[config.mk]
export PLATFORM = sky130hd
export DESIGN_NAME = rv32_mem_arbiter_flat
export DESIGN_NICKNAME = d
export VERILOG_FILES = /design/src/rtl/rv32_bus_pkg.sv /design/src/rtl/rv32_mem_arbiter_if.sv /design/src/rtl/rv32_arb_starve_cnt.sv /design/src/rtl/rv32_mem_arbiter.sv /design/src/flat_wrapper.sv
export SDC_FILE = /design/constraint.sdc
export NUM_CORES = 1
export LEC_CHECK = 0
export ABC_CLOCK_PERIOD_IN_PS = 4350
export BUFFER_PORTS_ARGS = -buffer_cell sky130_fd_sc_hd__buf_2
export CORE_MARGIN = 2
export CORE_UTILIZATION = 31
export CTS_CLUSTER_SIZE = 16
export DETAILED_ROUTE_END_ITERATION = 7
export PLACE_DENSITY_LB_ADDON = 0.08
export RECOVER_POWER = 100
export SLEW_MARGIN = 20
export SYNTH_ARGS = -nofsm -noshare
export SYNTH_HDL_FRONTEND = slang
export SYNTH_SLANG_ARGS = --single-unit
[constraint.sdc]
create_clock -name clk -period 4.35 [get_ports clk]
set_input_delay 0.87 -clock clk [delete_from_list [all_inputs] [get_ports clk]]
set_output_delay 0.87 -clock clk [all_outputs]
set_load 0.02 [all_outputs]
[src/rtl/rv32_bus_pkg.sv]
// Shared types for the priRV32 memory bus: arbiter states, requester ids and default widths.
package rv32_bus_pkg;

  localparam int ADDR_W_DEF = 32;
  localparam int DATA_W_DEF = 32;

  typedef enum logic [1:0] {
    IDLE,
    BUSY_IF,
    BUSY_LS
  } arb_state_t;

  typedef enum logic {
    REQ_IF,
    REQ_LS
  } req_id_t;

endpackage

[src/rtl/rv32_mem_arbiter_if.sv]
// Bundles the fetch, load/store and memory-side signals of the arbiter.
// slave = arbiter view, master = core pipeline / memory view.
interface rv32_mem_arbiter_if #(
  parameter int ADDR_W = 32,
  parameter int DATA_W = 32
);

  logic                  if_req;
  logic [ADDR_W-1:0]     if_addr;
  logic                  if_gnt;
  logic                  if_rvalid;
  logic [DATA_W-1:0]     if_rdata;

  logic                  ls_req;
  logic                  ls_we;
  logic [DATA_W/8-1:0]   ls_be;
  logic [ADDR_W-1:0]     ls_addr;
  logic [DATA_W-1:0]     ls_wdata;
  logic                  ls_gnt;
  logic                  ls_rvalid;
  logic [DATA_W-1:0]     ls_rdata;

  logic                  mem_req;
  logic                  mem_we;
  logic [DATA_W/8-1:0]   mem_be;
  logic [ADDR_W-1:0]     mem_addr;
  logic [DATA_W-1:0]     mem_wdata;
  logic                  mem_ready;
  logic [DATA_W-1:0]     mem_rdata;

  modport slave (
    input  if_req, if_addr,
    input  ls_req, ls_we, ls_be, ls_addr, ls_wdata,
    input  mem_ready, mem_rdata,
    output if_gnt, if_rvalid, if_rdata,
    output ls_gnt, ls_rvalid, ls_rdata,
    output mem_req, mem_we, mem_be, mem_addr, mem_wdata
  );

  modport master (
    output if_req, if_addr,
    output ls_req, ls_we, ls_be, ls_addr, ls_wdata,
    output mem_ready, mem_rdata,
    input  if_gnt, if_rvalid, if_rdata,
    input  ls_gnt, ls_rvalid, ls_rdata,
    input  mem_req, mem_we, mem_be, mem_addr, mem_wdata
  );

endinterface

[src/rtl/rv32_arb_starve_cnt.sv]
// Saturating count of load/store grants taken while fetch waits; o_trip flags the limit.
module rv32_arb_starve_cnt #(
  parameter int MAX = 4
) (
  input  logic clk,
  input  logic rst,
  input  logic i_inc,
  input  logic i_clr,
  output logic o_trip
);

  localparam int CW = $clog2(MAX + 1);
  localparam logic [CW-1:0] MAX_C = CW'(MAX);

  logic [CW-1:0] r_cnt;

  always_ff @(posedge clk) begin
    if (rst || i_clr) begin
      r_cnt <= '0;
    end else if (i_inc && (r_cnt != MAX_C)) begin
      r_cnt <= r_cnt + CW'(1);
    end
  end

  assign o_trip = (r_cnt == MAX_C);

endmodule

[src/rtl/rv32_mem_arbiter.sv]
// Single-port memory arbiter: load/store over fetch, one transaction in flight.
// Define MEM_ARB_STARVE_GUARD_EN to bound fetch starvation to STARVE_MAX load/store grants.
module rv32_mem_arbiter
  import rv32_bus_pkg::*;
#(
  parameter int ADDR_W = ADDR_W_DEF,
  parameter int DATA_W = DATA_W_DEF
`ifdef MEM_ARB_STARVE_GUARD_EN
  , parameter int STARVE_MAX = 4
`endif
) (
  input logic              clk,
  input logic              rst,
  rv32_mem_arbiter_if.slave bus
);

  localparam int BE_W = DATA_W / 8;

  arb_state_t          r_state;
  arb_state_t          w_next_state;
  logic                w_take_if;
  logic                w_take_ls;
  logic                w_grant_if;
  logic                w_grant_ls;
  logic                w_done_if;
  logic                w_done_ls;
  logic                w_guard_trip;

  logic                r_if_gnt;
  logic                r_ls_gnt;
  logic                r_if_rvalid;
  logic                r_ls_rvalid;
  logic [DATA_W-1:0]   r_if_rdata;
  logic [DATA_W-1:0]   r_ls_rdata;
  logic                r_mem_we;
  logic [BE_W-1:0]     r_mem_be;
  logic [ADDR_W-1:0]   r_mem_addr;
  logic [DATA_W-1:0]   r_mem_wdata;

`ifdef MEM_ARB_STARVE_GUARD_EN
  // Clearing also happens whenever fetch is idle, so the guard only counts a continuous wait.
  rv32_arb_starve_cnt #(
    .MAX (STARVE_MAX)
  ) u_starve_cnt (
    .clk    (clk),
    .rst    (rst),
    .i_inc  (w_grant_ls && bus.if_req),
    .i_clr  (w_grant_if || ((r_state == IDLE) && !bus.if_req)),
    .o_trip (w_guard_trip)
  );
`else
  assign w_guard_trip = 1'b0;
`endif

  assign w_take_if = bus.if_req && (!bus.ls_req || w_guard_trip);
  assign w_take_ls = bus.ls_req && !w_take_if;

  always_comb begin
    w_next_state = r_state;
    w_grant_if   = 1'b0;
    w_grant_ls   = 1'b0;
    w_done_if    = 1'b0;
    w_done_ls    = 1'b0;
    unique case (r_state)
      IDLE: begin
        if (w_take_ls) begin
          w_next_state = BUSY_LS;
          w_grant_ls   = 1'b1;
        end else if (w_take_if) begin
          w_next_state = BUSY_IF;
          w_grant_if   = 1'b1;
        end
      end
      BUSY_IF: begin
        if (bus.mem_ready) begin
          w_next_state = IDLE;
          w_done_if    = 1'b1;
        end
      end
      BUSY_LS: begin
        if (bus.mem_ready) begin
          w_next_state = IDLE;
          w_done_ls    = 1'b1;
        end
      end
      default: w_next_state = IDLE;
    endcase
  end

  // Transaction fields are captured only at grant so they stay stable while memory stalls.
  always_ff @(posedge clk) begin
    if (rst) begin
      r_state     <= IDLE;
      r_if_gnt    <= 1'b0;
      r_ls_gnt    <= 1'b0;
      r_if_rvalid <= 1'b0;
      r_ls_rvalid <= 1'b0;
      r_if_rdata  <= '0;
      r_ls_rdata  <= '0;
      r_mem_we    <= 1'b0;
      r_mem_be    <= '0;
      r_mem_addr  <= '0;
      r_mem_wdata <= '0;
    end else begin
      r_state     <= w_next_state;
      r_if_gnt    <= w_grant_if;
      r_ls_gnt    <= w_grant_ls;
      r_if_rvalid <= w_done_if;
      r_ls_rvalid <= w_done_ls;
      r_if_rdata  <= w_done_if ? bus.mem_rdata : '0;
      r_ls_rdata  <= (w_done_ls && !r_mem_we) ? bus.mem_rdata : '0;
      if (w_grant_ls) begin
        r_mem_we    <= bus.ls_we;
        r_mem_be    <= bus.ls_be;
        r_mem_addr  <= bus.ls_addr;
        r_mem_wdata <= bus.ls_wdata;
      end else if (w_grant_if) begin
        r_mem_we    <= 1'b0;
        r_mem_be    <= '1;
        r_mem_addr  <= bus.if_addr;
        r_mem_wdata <= '0;
      end
    end
  end

  assign bus.mem_req   = (r_state != IDLE);
  assign bus.mem_we    = r_mem_we;
  assign bus.mem_be    = r_mem_be;
  assign bus.mem_addr  = r_mem_addr;
  assign bus.mem_wdata = r_mem_wdata;
  assign bus.if_gnt    = r_if_gnt;
  assign bus.ls_gnt    = r_ls_gnt;
  assign bus.if_rvalid = r_if_rvalid;
  assign bus.ls_rvalid = r_ls_rvalid;
  assign bus.if_rdata  = r_if_rdata;
  assign bus.ls_rdata  = r_ls_rdata;

endmodule

[src/flat_wrapper.sv]
// flat-port wrapper written by rule: the top's interface ports become plain ports
module rv32_mem_arbiter_flat import rv32_bus_pkg::*;
#(
  parameter int ADDR_W = ADDR_W_DEF,
  parameter int DATA_W = DATA_W_DEF

)
  (clk, rst, bus_if_req, bus_if_addr, bus_ls_req, bus_ls_we, bus_ls_be, bus_ls_addr, bus_ls_wdata, bus_mem_ready, bus_mem_rdata, bus_if_gnt, bus_if_rvalid, bus_if_rdata, bus_ls_gnt, bus_ls_rvalid, bus_ls_rdata, bus_mem_req, bus_mem_we, bus_mem_be, bus_mem_addr, bus_mem_wdata);
  rv32_mem_arbiter_if #(.ADDR_W(ADDR_W), .DATA_W(DATA_W)) bus_i ();
  input logic clk;
  input logic rst;
  input wire logic [$bits(bus_i.if_req)-1:0] bus_if_req;
  input wire logic [$bits(bus_i.if_addr)-1:0] bus_if_addr;
  input wire logic [$bits(bus_i.ls_req)-1:0] bus_ls_req;
  input wire logic [$bits(bus_i.ls_we)-1:0] bus_ls_we;
  input wire logic [$bits(bus_i.ls_be)-1:0] bus_ls_be;
  input wire logic [$bits(bus_i.ls_addr)-1:0] bus_ls_addr;
  input wire logic [$bits(bus_i.ls_wdata)-1:0] bus_ls_wdata;
  input wire logic [$bits(bus_i.mem_ready)-1:0] bus_mem_ready;
  input wire logic [$bits(bus_i.mem_rdata)-1:0] bus_mem_rdata;
  output wire logic [$bits(bus_i.if_gnt)-1:0] bus_if_gnt;
  output wire logic [$bits(bus_i.if_rvalid)-1:0] bus_if_rvalid;
  output wire logic [$bits(bus_i.if_rdata)-1:0] bus_if_rdata;
  output wire logic [$bits(bus_i.ls_gnt)-1:0] bus_ls_gnt;
  output wire logic [$bits(bus_i.ls_rvalid)-1:0] bus_ls_rvalid;
  output wire logic [$bits(bus_i.ls_rdata)-1:0] bus_ls_rdata;
  output wire logic [$bits(bus_i.mem_req)-1:0] bus_mem_req;
  output wire logic [$bits(bus_i.mem_we)-1:0] bus_mem_we;
  output wire logic [$bits(bus_i.mem_be)-1:0] bus_mem_be;
  output wire logic [$bits(bus_i.mem_addr)-1:0] bus_mem_addr;
  output wire logic [$bits(bus_i.mem_wdata)-1:0] bus_mem_wdata;
  assign bus_i.if_req = bus_if_req;
  assign bus_i.if_addr = bus_if_addr;
  assign bus_i.ls_req = bus_ls_req;
  assign bus_i.ls_we = bus_ls_we;
  assign bus_i.ls_be = bus_ls_be;
  assign bus_i.ls_addr = bus_ls_addr;
  assign bus_i.ls_wdata = bus_ls_wdata;
  assign bus_i.mem_ready = bus_mem_ready;
  assign bus_i.mem_rdata = bus_mem_rdata;
  assign bus_if_gnt = bus_i.if_gnt;
  assign bus_if_rvalid = bus_i.if_rvalid;
  assign bus_if_rdata = bus_i.if_rdata;
  assign bus_ls_gnt = bus_i.ls_gnt;
  assign bus_ls_rvalid = bus_i.ls_rvalid;
  assign bus_ls_rdata = bus_i.ls_rdata;
  assign bus_mem_req = bus_i.mem_req;
  assign bus_mem_we = bus_i.mem_we;
  assign bus_mem_be = bus_i.mem_be;
  assign bus_mem_addr = bus_i.mem_addr;
  assign bus_mem_wdata = bus_i.mem_wdata;
  rv32_mem_arbiter #(.ADDR_W(ADDR_W), .DATA_W(DATA_W)) u_core (.clk(clk), .rst(rst), .bus(bus_i));
endmodule
==> metrics.md, run 1 <==
| Metric | Value |
|---|---|
| Status | completed |
| RSZ-0062 raised after global routing | false |
| Area Overhead vs Synth | 43.4% |
| CP startpoint kind | input port |
| GPL Wtd Cong | 0.700 |
| Area leader, netlist | dfxtp_1 |
| PortBufs | 275 |
| Total grt overflow | 0 |
| H-Tree Level Count | 4 |
| Main synth FF type | dfxtp_1 |
| Max-cap violations | 0 |
| Placed Area | 0.00594 mm^2 |
| Nets@finish | ~770 |
| Detailed Place HPWL | 8720 um |
| Synth cell count leaders | dfxtp_1, and2_1, a22o_1 |
| Largest net degree at the start of global routing | 39 |
| Power, Total | roughly 3.3 mW |
| Worst Hold Class | flip-flop to flip-flop |
| Antenna violations before repair | 0 |
| FMAX | 391 MHz |
| Ant. Diodes | 0 |
| Root buffer cell | clkbuf_16 |
| Io pins | 276 |
| GRT Overall Usage | 0.150 |
| Clock skew | just under 0.006 ns |
| Avg WL per Cell | 14.4 um |
| Largest cells by area after synthesis | dfxtp_1, and2_1, mux2i_1 |
| Final min period | 2.56 ns |
| Sequential fraction of the synthesis area | 0.627 |
| Clk slew on worst S/H paths | 0.06 ns |
| Final setup violating endpoints | 0 |
| DRC | 0 |
| Crit path DAT | a little under 3 ns |
| Core Area | 0.0139 mm^2 |
| Static Leak | 2.77 nW |
| Period utilization | 0.589 |
| Routed vias | between 3000 and 4000 |
| Clk_lat worst skew | slightly above 0.4 ns |
| Clock sinks | 139 |
| Area of the mapped netlist | 0.00444 mm^2 |
| Max VDD drop | roughly 0.00025 V |
| Die Span X | 124 um |
| RR Startpoint | u_core.r_state[0] |
| Final-report hold violation count | 0 |
| Cell Chain, Critical Path | buf_2, nand2_1, nor2_4, a22o_1 |
| Syn Inst Count | 360 |
| Final design utilization | 0.457 |
| Slew HR | 0.314 |
| Initial DRT Pass Iterations | 4 |
| Post-synth cell types | 26 |
| Post-synth top area share | 0.627 |
| Post-Syn Nets | 501 |
| Post-DR vias/cell | 4.40 |
| First-pass GRT wire length | 17100 um |
| Crit path max-delay family | simple AND/OR/NAND/NOR gates |
| CP Class | input port to flip-flop |
| Crit path buf inv count | 1 |
| CP required | 4.70 ns |
| Vias in the first global route | 3412 |
| Antenna viol nets, final | 0 |
| Syn_area_per_cell | 12.3 um^2 |
| 1st-iter DRT viols | around 110 |
| Initial Utilization | 0.319 |
| Die Ht | 124 um |
| Ratio of cells with drive above 1 in the final layout | 0.262 |
| Std cell rows | 43 |
| Die area | 0.0153 mm^2 |
| Max Root-Sink Buffers | 2 |
| Setup crit end kind | flip-flop |
| Setup_tns | 0 ns |
| YS warnings | 0 |
| Hold_sp | u_core.bus.mem_addr[6] |
| CP max FO | 38 |
| Post-synth EDFFs | 0 |
| Finished Cell Area | 0.00637 mm^2 |
| CTS Hold Bufs | 0 |
| PD cells | 511 mW/mm^2 |
| Crit path launch | bus_ls_req |
| Slowest CP cell | buf_2 |
| Total CTS buffers | 17 |
| Most common cell in the netlist | dfxtp_1 |
| Drt total wl | 11900 um |
| Post-cts sizing count | 0 |
| Critical Path Max Stage Delay | 0.74 ns |
| CTS tree | done |
| Post-CTS Setup Repair Bufs | 0 |
| Least-Margin Pin Slew | 1.03 ns |
| Yosys reg bits | 139 |
| Asr flop ratio synth | 0 |
| Slew Limit Fails | 0 |
==> cells in the final DEF (no fill, tap or decap), drive strengths merged, types with 2 or more instances in the layout <==
| cell type | count |
|---|---|
| clkbuf | 160 |
| dfxtp | 139 |
| buf | 138 |
| and2 | 64 |
| a22o | 33 |
| mux2i | 32 |
| o2bb2ai | 32 |
| nor2 | 10 |
| clkinv | 5 |
| nor3 | 4 |
| bufinv | 4 |
| inv | 4 |
| and3b | 3 |
| nand2b | 3 |
| ha | 3 |
| a21oi | 2 |
==> final cells by class <==
type / count / area [um^2]
clock buffer: 21 / 440
clock inverter: 11 / 169
fill: 1396 / 7570
inverter: 3 / 11.3
multi-input combinational: 194 / 1510
sequential: 139 / 2780
tap: 180 / 225
timing repair buffer: 277 / 1230
==> cell families after synthesis <==
family,after synthesis,synth area share
multiplexers,32,0.0721
buffers and inverters,27,0.0347
flip-flops,139,0.627
AO/OA/AOI/OAI,71,0.137
adder cells (fa/ha/maj),3,0.00845
AND/OR/NAND/NOR,88,0.121
==> registers in the layout, summed over array words and instances, names as in the netlist <==
register and count:
u_core.bus.if_gnt 1, u_core.bus.mem_we 1, u_core.bus.if_rdata 32, u_core.bus.ls_gnt 1, u_core.bus.mem_be 4, u_core.bus.ls_rdata 32
u_core.bus.mem_wdata 32, u_core.bus.ls_rvalid 1, u_core.r_state 2, u_core.bus.if_rvalid 1, u_core.bus.mem_addr 32
==> metal layers <==
metal	track usage	up-vias	routed length, um
met1	0.163	1650	4700
met4	0.0703	0	206
li1	-	1795	-
met2	0.254	167	5710
met3	0.0609	19	1230
met5	0	-	0
==> stage by stage <==
| stage | setup slack (ns) | cells | hold WS (ns) |
|---|---|---|---|
| after global routing | 1.59 | 825 | 0.476 |
| final | 1.79 | 825 | 0.459 |
| after detailed placement | 1.48 | 793 | 0.441 |
| after global placement | 1.55 | 793 | 0.442 |
| after CTS | 1.92 | 825 | 0.459 |
| after floorplan | 2.65 | 360 | 0.510 |
==> worst paths after layout <==
path	to	slack [ns]	cells past startpoint
hold / removal	u_core.bus.mem_addr[6]	0.46	1
hold reg to reg	u_core.bus.mem_addr[6]	0.46	1
setup / recovery	u_core.bus.mem_wdata[23]	1.79	4
setup reg to reg	u_core.bus.mem_addr[8]	2.29	6
==> report_power, final <==
part | switching, mW | internal (mW) | total [mW]
clock network | 0.522 | 0.959 | 1.48
registers | 0.0385 | 1.35 | 1.39
logic | 0.239 | 0.142 | 0.381
total | 0.800 | 2.45 | 3.25
No activity file was read; power rests on OpenSTA's default activity.
==> run 2: changes to the inputs <==
--- a/config.mk
+++ b/config.mk
@@ -5,7 +5,7 @@
 export SDC_FILE = /design/constraint.sdc
 export NUM_CORES = 1
 export LEC_CHECK = 0
-export ABC_CLOCK_PERIOD_IN_PS = 4350
+export ABC_CLOCK_PERIOD_IN_PS = 2370
 export BUFFER_PORTS_ARGS = -buffer_cell sky130_fd_sc_hd__buf_2
 export CORE_MARGIN = 2
 export CORE_UTILIZATION = 31
==> constraint.sdc (replaced) <==
create_clock -name clk -period 2.37 [get_ports clk]
set_input_delay 0.474 -clock clk [delete_from_list [all_inputs] [get_ports clk]]
set_output_delay 0.474 -clock clk [all_outputs]
set_load 0.02 [all_outputs]
==> run 2 against run 1 <==
Against the previous run:
- via count fell by 0.80%
- cell area decreased by 0.71%
- clock skew decreased by 0.0017 ns
- sequential cell count unchanged
- utilization fell by 0.32 points
- critical endpoint is now bus_mem_req
- largest power group is now registers
==> metrics.md, run 2 (synthesized netlist as in run 1, its figures left out) <==
| Metric | Value |
|---|---|
| Status | completed |
| CP max FO | 7 (-82%) |
| First-pass GRT wire length | 16800 um (-2.1%) |
| Setup crit end kind | output port |
| Die Ht | 124 um (unchanged) |
| RSZ-0062 raised after global routing | false |
| Slew Limit Fails | 0 (unchanged) |
| Multi-input logic area | 0.00151 mm^2 (unchanged) |
| Crit path DAT | 1.46 ns (-1.45 ns) |
| PortBufs | 275 (unchanged) |
| GRT Overall Usage | 0.146 (-0.00424) |
| Ant. Diodes | 0 (unchanged) |
| Commonest non-fill, non-tap cell in the layout | clkbuf_1 |
| RR Startpoint | u_core.r_state[0] |
| Seq. cell area | 0.00278 mm^2 (unchanged) |
| Max Root-Sink Buffers | 2 (unchanged) |
| Core Area | 0.0139 mm^2 (unchanged) |
| CP required | 1.90 ns (-2.80 ns) |
| Post-cts sizing count | 0 (unchanged) |
| Total grt overflow | 0 (unchanged) |
| Ratio of cells with drive above 1 in the final layout | 0.268 (+0.00579) |
| FMAX | 518 MHz |
| Final WS setup | 0.439 ns (-1.35 ns) |
| Period utilization | 0.815 |
| Io pins | 276 (unchanged) |
| Switching pwr | 1.45 mW (+82%) |
| H-Tree Level Count | 4 (unchanged) |
| Switching share of power | 0.254 (+0.00763) |
| R2R cell count | 6 (unchanged) |
| Static Leak | 2.77 nW (-0.10%) |
| Detailed Place HPWL | 8790 um (+0.76%) |
| Antenna viol nets, final | 0 (unchanged) |
| Worst reg2reg setup slack | 0.49 ns (-1.80 ns) |
| Root buffer cell | clkbuf_16 |
| Post-DR vias/cell | 4.36 (-0.92%) |
| Clock skew | 0.00421 ns (-0.00169 ns) |
| Setup_tns | 0 ns (unchanged) |
| Area Overhead vs Synth | 42.4% |
| RR Endpoint | u_core.bus.mem_wdata[1] |
| PD cells | 906 mW/mm^2 (+77%) |
| DRC | 0 (unchanged) |
| Antenna violations before repair | 0 (unchanged) |
| Least-Margin Pin Slew | 0.971 ns (-0.0577 ns) |
| Worst Hold Class | input port to flip-flop |
| Register share of total power | 0.445 (+0.018) |
| Routed vias | 3602 (-0.80%) |
| Die Span X | 124 um (unchanged) |
| Post-CTS Setup Repair Bufs | 0 (unchanged) |
| Total CTS buffers | 17 (unchanged) |
| Die area | 0.0153 mm^2 (unchanged) |
| Comb power frac | 0.122 (+0.005) |
| Hold Path Depth | 2 (+1) |
| CP Class | flip-flop to output port |
| P_int | 4.27 mW (+74%) |
| Largest net degree at the start of global routing | 48 (+23%) |
| Dpl ws | 0.380 ns (-1.10 ns) |
| Hold EP | u_core.bus.if_rdata[7] |
| Hold_sp | bus_mem_rdata[7] |
| Max-cap violations | 0 (unchanged) |
| Clk slew on worst S/H paths | 0.06 ns (about the same) |
| Final setup violating endpoints | 0 (unchanged) |
| GPL Wtd Cong | 0.759 (+8.5%) |
| Vias in the first global route | 3373 (-1.1%) |
| Final min period | 1.93 ns |
| Nets@finish | 776 (+0.39%) |
| CTS Hold Bufs | 0 (unchanged) |
| Drt total wl | 11700 um (-0.88%) |
| Initial DRT Pass Iterations | 4 (unchanged) |
| Filler cell count | 1395 (-0.072%) |
| Std cell rows | 43 (unchanged) |
| Most frequent cells in the layout | clkbuf_1, dfxtp_1, buf_2 |
| Final-report hold violation count | 0 (unchanged) |
| Clock sinks | 139 (unchanged) |
| Clk_lat worst skew | 0.40 ns (about the same) |
| Slew HR | 0.353 (+0.0384) |
| CTS tree | done |
| Clock power frac | 0.433 (-0.022) |
| Initial Utilization | 0.319 (unchanged) |
| 1st-iter DRT viols | 126 (+18%) |
| Avg WL per Cell | 14.2 um (-1.0%) |
| Max VDD drop | 0.000386 V (+53%) |
| CP startpoint kind | flip-flop |
-- run 2: through the flow --
stage | util | cell area, um^2 | power, mW | std cells | hold slack (ns)
2_1_floorplan | - | 4440 | 3.03 | 360 | 0.510
3_3_place_gp | 0.427 | 5950 | 3.34 | 796 | 0.438
3_5_place_dp | 0.427 | 5950 | 3.34 | 796 | 0.442
4_1_cts | 0.467 | 6500 | 5.85 | 826 | 0.255
5_1_grt | 0.454 | 6320 | 5.99 | 826 | 0.259
6_report | 0.454 | 6320 | 5.73 | 826 | 0.276
-- run 2: final cells by class --
cell class / count / area share
Timing Repair Buffer: 280 / 0.196
Tap cell: 180 / 0.0356
Clock inverter: 11 / 0.0194
Inverter: 3 / 0.00178
Sequential cell: 139 / 0.440
Multi-Input combinational cell: 194 / 0.239
Clock buffer: 19 / 0.0685
-- run 2: power by group through the flow --
stage	registers (mW)	logic, mW	clock network [mW]
after floorplan	2.76	0.269	0
after global placement	2.59	0.750	0
after detailed placement	2.59	0.754	0
after CTS	2.54	0.754	2.55
after global routing	2.56	0.762	2.66
final	2.55	0.698	2.48
-- run 2: layer usage --
layer | global-route usage | vias up | wire [um]
met5 | 0 | - | 0
met4 | 0.0518 | 0 | 179
met3 | 0.0751 | 11 | 1300
met2 | 0.234 | 164 | 5470
met1 | 0.166 | 1620 | 4800
li1 | - | 1807 | -
-- run 2: critical path, stage by stage, from the launching register on --
cell and delay [ns]:
dfxtp_1 0.35, inv_1 0.07, ha_1 0.27, inv_1 0.07
clkbuf_1 0.29
-- run 2: how the worst max path moves through the flow --
stage / start / slack, ns / to
after global placement: rst / 0.43 / u_core.bus.ls_rdata[12]
after floorplan: u_core.r_state[1] / 0.97 / u_core.bus.mem_we
after detailed placement: rst / 0.38 / u_core.bus.ls_rdata[21]
after global routing: u_core.r_state[0] / 0.28 / u_core.bus.mem_wdata[1]
after CTS: u_core.r_state[0] / 0.51 / bus_mem_req
final: u_core.r_state[0] / 0.44 / bus_mem_req
==> run 3: changes to the inputs <==
--- a/config.mk
+++ b/config.mk
@@ -5,7 +5,7 @@
 export SDC_FILE = /design/constraint.sdc
 export NUM_CORES = 1
 export LEC_CHECK = 0
-export ABC_CLOCK_PERIOD_IN_PS = 2370
+export ABC_CLOCK_PERIOD_IN_PS = 1600
 export BUFFER_PORTS_ARGS = -buffer_cell sky130_fd_sc_hd__buf_2
 export CORE_MARGIN = 2
 export CORE_UTILIZATION = 31
==> constraint.sdc (replaced) <==
create_clock -name clk -period 1.6 [get_ports clk]
set_input_delay 0.32 -clock clk [delete_from_list [all_inputs] [get_ports clk]]
set_output_delay 0.32 -clock clk [all_outputs]
set_load 0.02 [all_outputs]
==> run 3 against run 2 <==
Against the previous run:
- die area unchanged
- combinational power up 65%
- clock-buffer cell count stayed put
- power up 59%
- worst setup slack lost 0.36 ns
- clock power increased by 69%
- clock skew increased by 0.0013 ns
- critical endpoint unchanged
- final cell count increased by 0.85%
- worst hold slack got worse by 0.16 ns
==> metrics.md, run 3 (synthesized netlist as in run 1, its figures left out) <==
| Metric | Value |
|---|---|
| Crit path buf inv count | 3 (unchanged) |
| Initial Utilization | 0.319 (unchanged) |
| GRT Max-Usage Layer | met2 |
| Initial DRT Pass Iterations | 4 (unchanged) |
| Crit path DAT | 1.20 ns (-0.26 ns) |
| CP Class | flip-flop to output port |
| Max-cap violations | 0 (unchanged) |
| Vias in the first global route | 3581 (+6.2%) |
| Static Leak | 3.43 nW (+24%) |
| Final min period | 1.52 ns |
| Total CTS buffers | 17 (unchanged) |
| Most frequent cells in the layout | buf_2, dfxtp_1, and2_1 |
| Clock sinks | 139 (unchanged) |
| Nets@finish | 781 (+0.64%) |
| Clk_lat worst skew | 0.41 ns (about the same) |
| Slew HR | 0.809 (+0.456) |
| CTS Hold Bufs | 0 (unchanged) |
| Final Non-Filler Cells | 833 (+0.85%) |
| Max Root-Sink Buffers | 2 (unchanged) |
| Final-report hold violation count | 0 (unchanged) |
| CP max FO | 7 (unchanged) |
| Final setup violating endpoints | 0 (unchanged) |
| Final design utilization | 0.481 (+0.0275) |
| H-Tree Level Count | 4 (unchanged) |
| Slowest CP cell | dfxtp_1 |
| GR Util met2 | 0.247 (+0.0134) |
| Setup_tns | 0 ns (unchanged) |
| Status | completed |
| Comb power frac | 0.126 (+0.004) |
| PD cells | 1360 mW/mm^2 (+50%) |
| Hold_sp | bus_mem_rdata[9] |
| Die area | 0.0153 mm^2 (unchanged) |
| Post-DR vias/cell | 4.36 (about the same) |
| Hold EP | u_core.bus.if_rdata[9] |
| Register share of total power | 0.414 (-0.031) |
| GRT Overall Usage | 0.154 (+0.00771) |
| Max VDD drop | 0.000726 V (+88%) |
| Switching share of power | 0.247 (-0.00708) |
| Io pins | 276 (unchanged) |
| 1st-iter DRT viols | 127 (+0.79%) |
| Grt met3 use | 0.0664 (-0.00870) |
| RSZ-0062 raised after global routing | false |
| Core Area | 0.0139 mm^2 (unchanged) |
| Largest net degree at the start of global routing | 49 (+2.1%) |
| Area Overhead vs Synth | 51.0% |
| Clock power frac | 0.460 (+0.027) |
| CP startpoint kind | flip-flop |
| Die Ht | 124 um (unchanged) |
| Antenna violations before repair | 0 (unchanged) |
| Worst Hold Class | input port to flip-flop |
| Critical Path Max Stage Delay | 0.32 ns (-0.03 ns) |
| Clk slew on worst S/H paths | 0.06 ns (about the same) |
| Ant. Diodes | 0 (unchanged) |
| Least-Margin Pin Slew | 0.287 ns (-0.684 ns) |
| Crit path max-delay family | flip-flops |
| Hold Path Depth | 2 (unchanged) |
| RR Endpoint | u_core.bus.if_rdata[0] |
| Avg WL per Cell | 14.2 um (-0.28%) |
| P_int | 6.86 mW (+61%) |
| Ratio of cells with drive above 1 in the final layout | 0.499 (+0.231) |
| Detailed Place HPWL | 8780 um (-0.12%) |
| Dpl cells | 800 (+0.50%) |
| R2R cell count | 6 (unchanged) |
| Hold WS | 0.118 ns (-0.158 ns) |
| Clock skew | 0.00549 ns (+0.00128 ns) |
| RR Startpoint | u_core.r_state[1] |
| PortBufs | 275 (unchanged) |
| Switching pwr | 2.25 mW (+55%) |
| Filler cell count | 1316 (-5.7%) |
| GPL Wtd Cong | 0.727 (-4.3%) |
| Total grt overflow | 0 (unchanged) |
| Setup crit end kind | output port |
| Met1 Track Usage GR | 0.174 (+0.00722) |
| Std cell rows | 43 (unchanged) |
| Cell Chain, Critical Path | inv_2, ha_4, inv_1, buf_4 |
| Drt total wl | 11800 um (+0.56%) |
| Routed vias | 3635 (+0.92%) |
| DRC | 0 (unchanged) |
| Worst reg2reg setup slack | 0.19 ns (-0.30 ns) |
| Root buffer cell | clkbuf_16 |
| First-pass GRT wire length | 17600 um (+5.1%) |
| Commonest non-fill, non-tap cell in the layout | buf_2 |
| Die Span X | 124 um (unchanged) |
| Slew Limit Fails | 0 (unchanged) |
| Antenna viol nets, final | 0 (unchanged) |
| CTS tree | done |
| CP required | 1.28 ns (-0.62 ns) |
| Period utilization | 0.953 |
| FMAX | 656 MHz |
run 3: cell types whose count changed in the layout (fill, tap and decap cells not counted), moves of 3 or more:
cell	previous run	this run
and2_0	16	0
and2_1	48	64
buf_12	0	5
buf_2	137	274
clkbuf_1	140	0
clkinv_2	4	1
clkinvlp_4	1	4
run 3: cell type report:
class	count	area, um^2	share of cell area
Sequential cell	139	2780	0.415
Multi-Input combinational cell	194	1530	0.227
Timing Repair Buffer	285	1520	0.226
Clock buffer	19	453	0.0675
Tap cell	180	225	0.0336
Clock inverter	13	190	0.0284
Inverter	3	11.3	0.00168
run 3: per-layer routing:
layer	part of all wire	routed length, um
met1	0.39	4610
met2	0.48	5680
met3	0.11	1290
met4	0.020	236
met5	0	0
run 3: timing repair:
item	in CTS	in global routing
buffers inserted	0	1
resized for setup	3	3
pin swaps	0	1
setup endpoints to repair	1	1
run 3: metrics by stage:
| stage | setup slack (ns) | instance area, um^2 | total power, mW |
|---|---|---|---|
| after floorplan | 0.196 | 4440 | 4.49 |
| after global placement | 0.147 | 6040 | 4.98 |
| after detailed placement | 0.0945 | 6040 | 4.99 |
| after CTS | 0.00293 | 6700 | 9.24 |
| after global routing | 0.00216 | 6710 | 9.51 |
| final | 0.0757 | 6710 | 9.11 |
run 3: worst max path at each step:
stage | startpoint | endpoint | slack, ns | depth (start not counted)
6_report | u_core.r_state[1] | bus_mem_req | 0.08 | 4
5_1_grt | u_core.r_state[1] | bus_mem_req | 0.002 | 4
4_1_cts | u_core.r_state[0] | bus_mem_req | 0.003 | 4
3_5_place_dp | u_core.r_state[1] | u_core.bus.mem_wdata[1] | 0.09 | 6
3_3_place_gp | u_core.r_state[0] | u_core.bus.mem_wdata[0] | 0.15 | 6
2_1_floorplan | u_core.r_state[1] | u_core.bus.mem_we | 0.20 | 7
run 3: power by group through the flow:
stage	registers [mW]	clock network, mW	logic [mW]
after floorplan	4.09	0	0.398
after global placement	3.84	0	1.14
after detailed placement	3.84	0	1.16
after CTS	3.77	4.31	1.17
after global routing	3.79	4.46	1.26
final	3.77	4.19	1.15
